<file path="src/rtl/lstm_cell_sequencer.sv">
// lstm_cell_sequencer: sequences LSTM timesteps for the lstm_cell datapath.
// Each timestep goes through clear, accumulate beats, activation drain and
// capture. The FSM state is kept in the enum signal `state` so checkers can
// observe it.
// Handshake: i_start is a level request, taken only in IDLE (and only if
// i_abort is low). o_done and o_capture are single-cycle pulses with no
// back-pressure.
module lstm_cell_sequencer #(
    parameter int WIDTH = 32,
    parameter int N_X   = 2,
    parameter int N_H   = 1,
    parameter int LAT   = 2,
    parameter int IDX_W = 8,
    parameter int T_W   = 8
) (
    input  logic             clk,
    input  logic             rst,
    input  logic             i_start,
    input  logic [T_W-1:0]   i_seq_len,
    input  logic             i_abort,
    output logic             o_busy,
    output logic             o_done,
    output logic             o_cell_clr,
    output logic             o_acc_x,
    output logic             o_acc_h,
    output logic [IDX_W-1:0] o_x_addr,
    output logic [IDX_W-1:0] o_h_addr,
    output logic [T_W-1:0]   o_t,
    output logic             o_first,
    output logic             o_capture
);

    // Number of accumulate beats per timestep.
    localparam int K      = (N_X > N_H) ? N_X : N_H;
    // The drain counter needs at least one bit, even when LAT is 0.
    localparam int DW     = (LAT > 1) ? $clog2(LAT) : 1;
    localparam int D_LAST = (LAT > 0) ? LAT - 1 : 0;

    // Elaboration-time sanity check on the parameter set.
    if (WIDTH < 1 || N_X < 1 || N_H < 1 || LAT < 0 || IDX_W < 1 || T_W < 1) begin : g_param_check
        $error("lstm_cell_sequencer: illegal parameter set");
    end

    typedef enum logic [2:0] {
        S_IDLE    = 3'd0,
        S_CLEAR   = 3'd1,
        S_ACC     = 3'd2,
        S_DRAIN   = 3'd3,
        S_CAPTURE = 3'd4,
        S_DONE    = 3'd5
    } state_t;

    state_t           state;
    state_t           state_next;
    logic [IDX_W-1:0] k;
    logic [DW-1:0]    d;
    logic [T_W-1:0]   t;
    logic [T_W-1:0]   len;
    logic             last_beat;
    logic             last_drain;
    logic             last_step;

    assign last_beat  = (k == IDX_W'(K - 1));
    assign last_drain = (d == DW'(D_LAST));
    assign last_step  = (t == len - T_W'(1));

    // State register plus the beat, drain and timestep counters.
    always_ff @(posedge clk) begin
        if (!rst) begin
            state <= S_IDLE;
            k     <= '0;
            d     <= '0;
            t     <= '0;
            len   <= '0;
        end else begin
            state <= state_next;
            case (state)
                S_IDLE: begin
                    // Any accepted start (including len 0) restarts the timestep index.
                    if (state_next != S_IDLE) begin
                        len <= i_seq_len;
                        t   <= '0;
                    end
                end
                S_CLEAR: begin
                    k <= '0;
                    d <= '0;
                end
                S_ACC: begin
                    k <= last_beat ? '0 : k + IDX_W'(1);
                end
                S_DRAIN: begin
                    d <= d + DW'(1);
                end
                S_CAPTURE: begin
                    if (state_next == S_CLEAR) begin
                        t <= t + T_W'(1);
                    end
                end
                default: begin
                end
            endcase
        end
    end

    // Next-state decode; abort overrides every transition, including a start.
    always_comb begin
        state_next = state;
        case (state)
            S_IDLE: begin
                if (i_start) begin
                    state_next = (i_seq_len != '0) ? S_CLEAR : S_DONE;
                end
            end
            S_CLEAR:   state_next = S_ACC;
            S_ACC: begin
                if (last_beat) begin
                    state_next = (LAT == 0) ? S_CAPTURE : S_DRAIN;
                end
            end
            S_DRAIN: begin
                if (last_drain) begin
                    state_next = S_CAPTURE;
                end
            end
            S_CAPTURE: state_next = last_step ? S_DONE : S_CLEAR;
            S_DONE:    state_next = S_IDLE;
            default:   state_next = S_IDLE;
        endcase
        if (i_abort) begin
            state_next = S_IDLE;
        end
    end

    // Moore output decode from the registered state and counters.
    always_comb begin
        o_busy     = 1'b0;
        o_done     = 1'b0;
        o_cell_clr = 1'b0;
        o_acc_x    = 1'b0;
        o_acc_h    = 1'b0;
        o_x_addr   = '0;
        o_h_addr   = '0;
        o_capture  = 1'b0;
        o_t        = t;
        case (state)
            S_CLEAR: begin
                o_busy     = 1'b1;
                o_cell_clr = 1'b1;
            end
            S_ACC: begin
                o_busy   = 1'b1;
                o_acc_x  = ({1'b0, k} < (IDX_W + 1)'(N_X));
                o_acc_h  = ({1'b0, k} < (IDX_W + 1)'(N_H));
                o_x_addr = o_acc_x ? k : '0;
                o_h_addr = o_acc_h ? k : '0;
            end
            S_DRAIN: begin
                o_busy = 1'b1;
            end
            S_CAPTURE: begin
                o_busy    = 1'b1;
                o_capture = 1'b1;
            end
            S_DONE: begin
                o_done = 1'b1;
            end
            default: begin
            end
        endcase
        o_first = o_busy && (t == '0);
    end

endmodule

</file>
<file path="config.mk">
export PLATFORM = sky130hd
export DESIGN_NAME = lstm_cell_sequencer
export DESIGN_NICKNAME = d
export VERILOG_FILES = /design/src/rtl/lstm_cell_sequencer.sv
export SDC_FILE = /design/constraint.sdc
export NUM_CORES = 1
export LEC_CHECK = 0
export ABC_CLOCK_PERIOD_IN_PS = 3700
export CAP_MARGIN = 15
export CORE_MARGIN = 2
export CORE_UTILIZATION = 50
export CTS_CLUSTER_SIZE = 30
export DETAILED_ROUTE_END_ITERATION = 12
export DONT_BUFFER_PORTS = 1
export GPL_ROUTABILITY_DRIVEN = 0
export PLACE_DENSITY = 0.69
export SKIP_LAST_GASP = 1
export SYNTH_ARGS = -nofsm -noshare
export SYNTH_HDL_FRONTEND = slang
export SYNTH_SLANG_ARGS = --single-unit
</file>
<file path="constraint.sdc">
create_clock -name clk -period 3.7 [get_ports clk]
set_clock_uncertainty 0.2 [all_clocks]
set_input_delay 0.74 -clock clk [delete_from_list [all_inputs] [get_ports clk]]
set_output_delay 0.74 -clock clk [all_outputs]
set_load 0.05 [all_outputs]
</file>
Word level (Yosys, flattened, before mapping)

Index checks and enable logic that the tools add are counted.

Input bits: 12
Output and inout port bits: 31
Logic and storage cells: 55
Bits in registers: 28

Eq/ne operators: 10
Mux-type cells: 23
Reductions and logical operators: 11
Add/subtract/negate cells: 4
$lt $le $gt $ge: 2

Operators by type and width:

| operator                                            | number |
|---|---|
| two-way mux 8 bit                                   | 7 |
| one-hot mux 8 bit (2 select lines)                  | 2 |
| two-way mux 3 bit                                   | 6 |
| adder 8 x 1 -> 8 bit (second input constant)        | 2 |
| one-hot mux 3 bit (5 select lines)                  | 1 |
| == test 8 x 1 -> 1 bit (second input constant)      | 1 |
| == test 8 bit                                       | 1 |
| zero test 8 bit                                     | 1 |
| < comparator 8 x 1 -> 1 bit (second input constant) | 1 |
| < comparator 8 x 2 -> 1 bit (second input constant) | 1 |
| nonzero test 8 bit                                  | 1 |
| subtractor 8 x 1 -> 8 bit (second input constant)   | 1 |
| == test 3 x 1 -> 1 bit (second input constant)      | 2 |
| == test 3 x 2 -> 1 bit (second input constant)      | 2 |
| == test 3 bit (second input constant)               | 2 |
| two-way mux 1 bit                                   | 6 |
| nonzero test 2 bit                                  | 3 |
| != test 2 bit (second input constant)               | 2 |
| OR reduction 4 bit                                  | 1 |
| zero test 3 bit                                     | 1 |
| AND reduction 3 bit                                 | 1 |
| nonzero test 3 bit                                  | 1 |
| one-hot mux 1 bit (2 select lines)                  | 1 |
| AND reduction 2 bit                                 | 1 |
| other kinds (2)                                     | 2 |

Longest topological paths before layout

Gate-level depths: netlist (run 1).

Depth in word-level cells: 8
Depth in mapped cells: 9
Mapped depth without buffers: 8

Worst setup path before layout (run 1)

Ideal clock, no wire load.

Path kind: register -> output
Start: register state[0]
End: output o_first
Path slack: -0.199 ns
Data arrival time: 2.959 ns
Cell stages (with the launch flop): 5
Buffers on the path: 0
Required time: 2.760 ns
Path through: dfxtp_1 > nor2_2 > xnor2_1 > nand2_1 > nor4_1

Cells in the longest elaborated chain, start to end: 4
Elaborated cells between the ends (all ways): 7
Those cells by class: 4 x eq/ne; 1 x mux; 2 x reduce/logical

RTL lines:

| item                                  | line | text |
|---|---|---|
| start, declared                       | 53   | `state_t state;` |
| start signal, assigned                | 76   | `state <= state_next;` |
| == test 3 bit (tied with other cells) | 146  | `case (state)` |
| OR reduction 4 bit (no source line) * | --   |  |
| two-way mux 1 bit *                   | 146  |  |
| via o_busy                            | 21   | `output logic o_busy,` |
| logical AND 1 bit *                   | 171  | `o_first = o_busy && (t == '0);` |
| end, declared                         | 29   | `output logic o_first,` |

The timed path passes the listed nets; every way through them passes the cells marked *.

Final worst setup path (run 1)

Start: register k[3]
End: output o_x_addr[0]

Cells in the longest elaborated chain, start to end: 3

RTL lines:

| item                        | line | text |
|---|---|---|
| start, declared             | 55   | `logic [IDX_W-1:0] k;` |
| start signal, assigned      | 90   | `k <= last_beat ? '0 : k + IDX_W'(1);` |
| < comparator 8 x 2 -> 1 bit | 153  | `o_acc_x = ({1'b0, k} < (IDX_W + 1)'(N_X));` |
| two-way mux 8 bit           | 155  | `o_x_addr = o_acc_x ? k : '0;` |
| two-way mux 8 bit           | 146  |  |
| end, declared               | 26   | `output logic [IDX_W-1:0] o_x_addr,` |

No other way between the ends.

==> impl_metrics.tcl, run 1 <==
set metrics [dict create \
    clock_tree.root_cell "clkbuf_4" \
    pre_cts_ws_ns 0.732 \
    finalSetupViolCount 0 \
    grt_max_degree 25 \
    ys_top_cells_by_count "28 x dfxtp_1, 14 x buf_4, 14 x nand2_1, 14 x nor2b_1" \
    holdWs_ns 0.294 \
    coreArea_um2 3420 \
    cap_violations 0 \
    endpoint_kind "output pin" \
    start_util_pct 53.6 \
    synth_xor_area_share_pct 4.78 \
    wl_per_cell_um 13.1 \
    total_power_mw 0.570 \
    synth_area_leader_cell "dfxtp_1" \
    drive_gt1_share_pct 9.17 \
    worstPathRequired_ns 2.76 \
    synth_top_family_by_area "simple AND/OR/NAND/NOR gates" \
    fin_setup_tns_ns 0 \
    synth_seq_cells 28 \
    vias 1448 \
    post-route-period-util_pct 90.1 \
    cts_max_level 1 \
    synthSimpleGateAreaFrac_pct 33.6 \
    synthToLayoutAreaGrowth_pct 2.66 \
    fmax_ghz 0.300 \
    synth_seq_area_share_pct 30.6 \
    fin_ws_ns 0.364 \
    cp.arrival_ns 2.40 \
    hold_class "register to register" \
    maxSlewHeadroom_pct 38.9 \
    period_needed_ns 3.34 \
    ios 43 \
    antenna_found_initial 0 \
    synthAdderAreaFrac_pct 4.10 \
    via_per_inst 5.48 \
    ys_warn_count 0 \
    rows 21 \
    clock_sinks 28 \
    insertion_delay_ns 0.34 \
    muxShareOfSynthArea_pct 6.01 \
    ys_async_sr_fraction_pct 0 \
    grt-ovfl-total 0 \
    peakVddDrop_v 0.000200 \
    path_cells "or4_1, nor3_1, nor3b_1, and3_1" \
    synth_ff_type "dfxtp_1" \
    rsz0062_at_grt "no" \
    synth_top_area_share_pct 30.6 \
    rrSetupSlack_ns 1.09 \
    io_buffers 0 \
    drc 0 \
    status "completed" \
    min_to "d" \
    grt_pass1_vias 1299 \
    synth_edf_count 0 \
    hold_viol_final 0 \
    clkTransAtPathRegs_ns 0.16 \
    worstSetupPathType "register to output pin" \
    drtAntennaViolNets 0 \
    crit_path_top_delay_cell "and3_1" \
    stdcell_count 264 \
    slew_violations 0 \
    r2r_cells 6 \
    drt_wl_total_mm 3.46 \
    dp_hpwl_mm 2.65 \
    whs_path_depth 2 \
    synth_area_um2 1830 \
    dieArea_um2 4160 \
    clockBufferDepth 2 \
    synth-compound-area-share_pct 11.7 \
    grt.total_usage_pct 17.9 \
    postCtsSetupBuffers 0 \
    nets 237 \
    max_stage_delay_ns 0.55 \
    avgSynthCellArea_um2 8.48 \
    hold_start "d" \
    yosysUniqueCellTypes 45 \
    worstMarginPinSlew_ns 0.912 \
    grt_pass1_wl_mm 5.96 \
    crit_path_max_fanout 6 \
    first_iter_violations 100 \
    synthCells 216 \
    die_y_um 64.5 \
    postCtsHoldBufs 0 \
    cp-start-kind "register" \
    leakagePower_nw 0.755 \
    r2r_start "o_t[4]" \
    cts_buffers 3 \
    place_inst 260 \
    yosysMostFrequentCell "dfxtp_1" \
    synth.area.top_cells "dfxtp_1 31%, mux2i_1 6.0%, buf_4 5.7%, nor2b_1 4.8%, ha_1 4.1%" \
    p_per_area_nw_per_um2 303 \
    cts-resized-gates 0 \
    cts_tree "built" \
    die_w_um 64.5 \
    first_pass_iters 4 \
    reg2reg_to "o_t[7]" \
    antenna_cells 0 \
]
-- critical path, delay by kind of cell (launching register included) --
family	cells	cell delay, ns
AND/OR/NAND/NOR	4	1.71
flip-flops	1	0.36
-- flip-flops by register name, indices dropped and copies added (netlist names) --
register  count
k             8
len           8
o_t           8
state         3
d             1
-- power by group --
part | internal [mW] | switching (mW) | leakage (nW)
clock network | 0.0603 | 0.0912 | 0.0210
logic | 0.0319 | 0.0719 | 0.508
registers | 0.307 | 0.00755 | 0.227
total | 0.399 | 0.171 | 0.755
-- cell usage in the layout (no fill, tap or decap), types with 2 or more instances in the layout --
master,count
a21oi_1,10
a31oi_1,2
and2_1,6
and3_1,9
buf_4,5
clkbuf_4,3
conb_1,13
dfxtp_1,28
ha_1,6
inv_1,8
mux2i_1,11
nand2_1,14
nand2b_1,4
nand3_1,9
nand4_1,5
nor2_1,11
nor2_2,2
nor2b_1,14
nor3_2,2
nor3b_1,5
nor4_1,2
nor4b_1,3
o211ai_1,4
o21ai_0,5
o21ai_1,2
o31ai_1,2
or4_1,7
xnor2_1,5
xor2_1,5
-- worst max path at each step --
stage,to,slack [ns],startpoint
after CTS,o_x_addr[0],0.34,k[3]
after floorplan,o_first,0.35,state[0]
after global placement,o_h_addr[1],0.76,k[3]
after detailed placement,o_x_addr[0],0.73,k[3]
after global routing,o_x_addr[0],0.15,k[3]
final,o_x_addr[0],0.36,k[3]
-- area by class of cell --
type / count / area (um2)
clock buffer: 4 / 36.3
fill: 352 / 1540
inverter: 8 / 30.0
multi-input combinational: 173 / 1160
sequential: 28 / 561
tap: 46 / 57.6
timing repair buffer: 5 / 37.5
-- per-layer routing --
layer  vias up  routed length, um  part of all wire [%]  GRT usage [%]
met5         -                  0                     0              0
met4         0                 12                  0.35           1.60
met3         2                200                   5.8           5.21
met2        39               1520                    44           29.3
met1       658               1730                    50           24.3
li1        749                  -                     -              -
-- kinds of logic after synthesis --
group                    Yosys count
multiplexers                      11
AND/OR/NAND/NOR                  100
buffers and inverters             27
flip-flops                        28
XOR/XNOR                          10
AO/OA/AOI/OAI                     33
adder cells (fa/ha/maj)            6
other                              1
-- metrics by stage --
stage	instance area [um2]	utilization, %
finish	1880	55.1
global placement	1840	54.0
detailed placement	1840	54.0
floorplan	1880	-
global route	1880	55.1
CTS	1880	55.1
Power figures use the tool's default switching activity.
==> inputs of run 2 (changes only) <==
Settings changed: CELL_PAD_IN_SITES_DETAIL_PLACEMENT set to 1, CELL_PAD_IN_SITES_GLOBAL_PLACEMENT set to 1, PLACE_DENSITY 0.69 to 0.88.
==> impl_metrics.tcl, run 2 (same netlist as run 1, synthesis figures left out) <==
set metrics [dict create \
    status "completed" \
    clkPwrFrac_pct 27.5 \
    rows 21 \
    cts_max_level 1 \
    first_pass_iters 3 \
    clkTransAtPathRegs_ns 0.17 \
    grt_max_degree 25 \
    crit_path_top_delay_cell "and3_1" \
    cp_num_buf_inv 0 \
    path_cells "or4_1, nor3_1, nor3b_1, and3_1" \
    endpoint_kind "output pin" \
    insertion_delay_ns 0.34 \
    cts_tree "built" \
    die_w_um 64.5 \
    die_y_um 64.5 \
    clockBufferDepth 2 \
    p_seq_share_pct 54.2 \
    r2r_start "o_t[4]" \
    share_comb_of_total_power_pct 18.3 \
    cap_violations 0 \
    worstMarginPinSlew_ns 0.905 \
    ios 43 \
    first_iter_violations 94 \
    final_cell_mix "28 x dfxtp_1, 14 x nand2_1, 14 x nor2b_1, 13 x conb_1" \
    maxSlewHeadroom_pct 39.5 \
    crit_path_max_fanout 6 \
    worstPathRequired_ns 2.76 \
    wl_per_cell_um 16.6 \
    min_to "k[0]" \
    worstSetupPathType "register to output pin" \
    rrSetupSlack_ns 0.98 \
    coreArea_um2 3420 \
    use_met3_pct 2.95 \
    clock_tree.root_cell "clkbuf_4" \
    cp.arrival_ns 2.51 \
    postCtsHoldBufs 0 \
    antenna_cells 0 \
    max_stage_delay_ns 0.56 \
    dieArea_um2 4160 \
    p_per_area_nw_per_um2 309 \
    leakagePower_nw 0.755 \
    postCtsSetupBuffers 0 \
    cp-start-kind "register" \
    busiest_layer "met2" \
    drt_wl_total_mm 4.39 \
    rsz0062_at_grt "no" \
    fin_ws_ns 0.252 \
    hold_start "rst" \
    post-route-period-util_pct 93.2 \
    crit_family "simple AND/OR/NAND/NOR gates" \
    antenna_found_initial 0 \
    clock_sinks 28 \
    grt_use_met1_pct 28.5 \
    cts-resized-gates 0 \
    io_buffers 0 \
    vias 1541 \
    nets 237 \
    reg2reg_to "o_t[1]" \
    drive_gt1_share_pct 9.17 \
    cts_buffers 3 \
    dp_hpwl_mm 3.35 \
    start_util_pct 53.6 \
    grt.total_usage_pct 22.5 \
    swShare_pct 31.2 \
    fmax_ghz 0.290 \
    finalSetupViolCount 0 \
    hold_class "primary input to register" \
    utilization_pct 55.1 \
    peakVddDrop_v 0.000164 \
    grt_pass1_vias 1561 \
    hold_viol_final 0 \
    stdcell_count 264 \
    grt_util_met2_pct 39.8 \
    grt-ovfl-total 0 \
    synthToLayoutAreaGrowth_pct 2.66 \
    whs_path_depth 1 \
    r2r_cells 6 \
    grt_pass1_wl_mm 7.34 \
    p_sw_mw 0.182 \
    pre_cts_ws_ns 0.700 \
    p_int_mw 0.399 \
    via_per_inst 5.84 \
    period_needed_ns 3.45 \
    place_inst 260 \
    fin_setup_tns_ns 0 \
    drc 0 \
    slew_violations 0 \
    drtAntennaViolNets 0 \
    final_common_cell "dfxtp_1" \
]
-- run 2: worst reg2reg max path, stage by stage (launching register included) --
cell and delay (ns):
dfxtp_1 0.85, xnor2_1 0.21, nor4b_2 0.27, a31oi_1 0.09, nor4_4 0.69, nor2_2 0.11
mux2i_1 0.22
-- run 2: worst max path at each step --
stage               startpoint     endpoint  cells after the start
floorplan             state[0]      o_first                      4
global route              k[3]  o_x_addr[0]                      4
CTS                       k[4]  o_x_addr[0]                      4
global placement          k[3]  o_h_addr[1]                      4
detailed placement        k[4]  o_x_addr[0]                      4
finish                    k[3]  o_x_addr[0]                      4
-- run 2: cell type report --
type | count | area, um2
inverter | 8 | 30.0
fill | 428 | 1540
tap | 46 | 57.6
clock buffer | 4 | 36.3
timing repair buffer | 5 | 37.5
multi-input combinational | 173 | 1160
sequential | 28 | 561
-- run 2: layer usage --
| layer | share of wire [%] | vias up | routed length (um) |
|---|---|---|---|
| li1 | - | 750 | - |
| met1 | 46 | 753 | 2020 |
| met2 | 49 | 34 | 2140 |
| met3 | 4.3 | 4 | 190 |
| met4 | 1.0 | 0 | 46 |
| met5 | 0 | - | 0 |
-- run 2: power by group through the flow --
| stage | sequential, mW | clock, mW | combinational (mW) |
|---|---|---|---|
| final | 0.315 | 0.160 | 0.106 |
| after global routing | 0.316 | 0.175 | 0.115 |
| after CTS | 0.315 | 0.161 | 0.106 |
| after detailed placement | 0.321 | 0 | 0.106 |
| after global placement | 0.321 | 0 | 0.102 |
| after floorplan | 0.319 | 0 | 0.106 |
-- run 2: metrics by stage --
step	hold slack, ns	power [mW]	instance area, um2
after CTS	0.302	0.583	1880
after floorplan	0.257	0.426	1880
after global routing	0.286	0.607	1880
final	0.306	0.581	1880
after detailed placement	0.304	0.428	1840
after global placement	0.269	0.423	1840
==> inputs of run 3 (changes only) <==
Settings changed: CTS_BUF_LIST set to sky130_fd_sc_hd__clkbuf_16, RECOVER_POWER set to 100.
==> impl_metrics.tcl, run 3 (same netlist as run 1, synthesis figures left out) <==
set metrics [dict create \
    status "completed" \
    drc 0 \
    hold_start "d" \
    drive_gt1_share_pct 5.05 \
    antenna_found_initial 0 \
    dieArea_um2 4160 \
    nets 237 \
    drtAntennaViolNets 0 \
    vias 1561 \
    cp.arrival_ns 2.51 \
    holdWs_ns 0.309 \
    wl_per_cell_um 17.1 \
    path_cells "or4_1, nor3_1, nor3b_1, and2_0" \
    placed_area_um2 1840 \
    clock_sinks 28 \
    max_stage_delay_ns 0.65 \
    final_common_cell "dfxtp_1" \
    dp_hpwl_mm 3.35 \
    fin_area_um2 1890 \
    start_util_pct 53.6 \
    critPathLaunch "k[4]" \
    cts_max_level 1 \
    grt_pass1_vias 1571 \
    fmax_ghz 0.290 \
    cts-resized-gates 0 \
    r2r_start "state[2]" \
    clock_tree.root_cell "clkbuf_16" \
    grt_pass1_wl_mm 7.49 \
    die_y_um 64.5 \
    grt-ovfl-total 0 \
    crit_path_max_fanout 6 \
    rows 21 \
    crit_family "simple AND/OR/NAND/NOR gates" \
    first_iter_violations 87 \
    crit_path_top_delay_cell "and2_0" \
    cap_violations 0 \
    leakagePower_nw 0.748 \
    grt_max_degree 25 \
    worstSetupPathType "register to output pin" \
    antenna_cells 0 \
    die_w_um 64.5 \
    synthToLayoutAreaGrowth_pct 3.42 \
    cp-start-kind "register" \
    p_per_area_nw_per_um2 357 \
    endpoint_kind "output pin" \
    slew_violations 0 \
    first_pass_iters 4 \
    peakVddDrop_v 0.000176 \
    cts_buffers 3 \
    insertion_delay_ns 0.27 \
    postCtsHoldBufs 0 \
    worstPathRequired_ns 2.76 \
    hold_viol_final 0 \
    coreArea_um2 3420 \
    grt.total_usage_pct 23.1 \
    fin_setup_tns_ns 0 \
    cts_tree "built" \
    finalSetupViolCount 0 \
    post-route-period-util_pct 93.2 \
    io_buffers 0 \
    postCtsSetupBuffers 0 \
    worstMarginPinSlew_ns 0.908 \
    via_per_inst 5.91 \
    rsz0062_at_grt "no" \
    drt_wl_total_mm 4.52 \
    ios 43 \
    hold_class "register to register" \
    maxSlewHeadroom_pct 39.2 \
    final_cell_mix "28 x dfxtp_1, 14 x nand2_1, 14 x nor2b_1, 13 x nor2_1, 13 x conb_1" \
    period_needed_ns 3.45 \
    cp_num_buf_inv 0 \
    clkTransAtPathRegs_ns 0.07 \
    clockBufferDepth 2 \
]
run 3: cell types whose count changed in the layout (fill, tap and decap cells not counted), moves of 3 or more:
cell / change
buf_4: -5
clkbuf_1: +5
clkbuf_16: +3
clkbuf_4: -3
run 3: final cells by class:
class | instances | area [um2]
Fill cell | 429 | 1520
Multi-Input combinational cell | 173 | 1150
Sequential cell | 28 | 561
Clock buffer | 3 | 75.1
Tap cell | 46 | 57.6
Inverter | 8 | 30.0
Timing Repair Buffer | 5 | 18.8
Clock inverter | 1 | 3.75
run 3: routing by layer:
layer | global-route usage (%) | vias to the layer above | part of all wire [%]
met5 | 0 | - | 0
met4 | 7.71 | 0 | 1.6
met3 | 3.99 | 7 | 4.7
met2 | 39.1 | 40 | 48
met1 | 29.7 | 763 | 46
li1 | - | 751 | -
run 3: worst paths after layout:
| kind | endpoint | slack [ns] | cells past startpoint |
|---|---|---|---|
| setup / recovery | o_acc_h | 0.25 | 4 |
| hold / removal | d | 0.31 | 2 |
| setup reg to reg | o_t[1] | 0.52 | 7 |
| hold reg to reg | d | 0.31 | 2 |
run 3: where the power goes:
group | internal [mW] | switching, mW | leakage, nW
clock network | 0.145 | 0.111 | 0.0385
registers | 0.307 | 0.00758 | 0.227
logic | 0.0305 | 0.0751 | 0.483
run 3: worst min-delay path, stage by stage, from the launching register on:
cell and delay [ns]:
dfxtp_1 0.33, nand2_1 0.06, a21boi_0 0.07
run 3: per-stage QoR:
stage | cells | power [mW] | setup WS (ns) | utilization [%]
after global placement | 260 | 0.423 | 0.785 | 54.0
after detailed placement | 260 | 0.428 | 0.700 | 54.0
after global routing | 264 | 0.703 | 0.130 | 55.5
after floorplan | 228 | 0.426 | 0.345 | -
after CTS | 264 | 0.678 | 0.362 | 56.3
final | 264 | 0.676 | 0.252 | 55.5
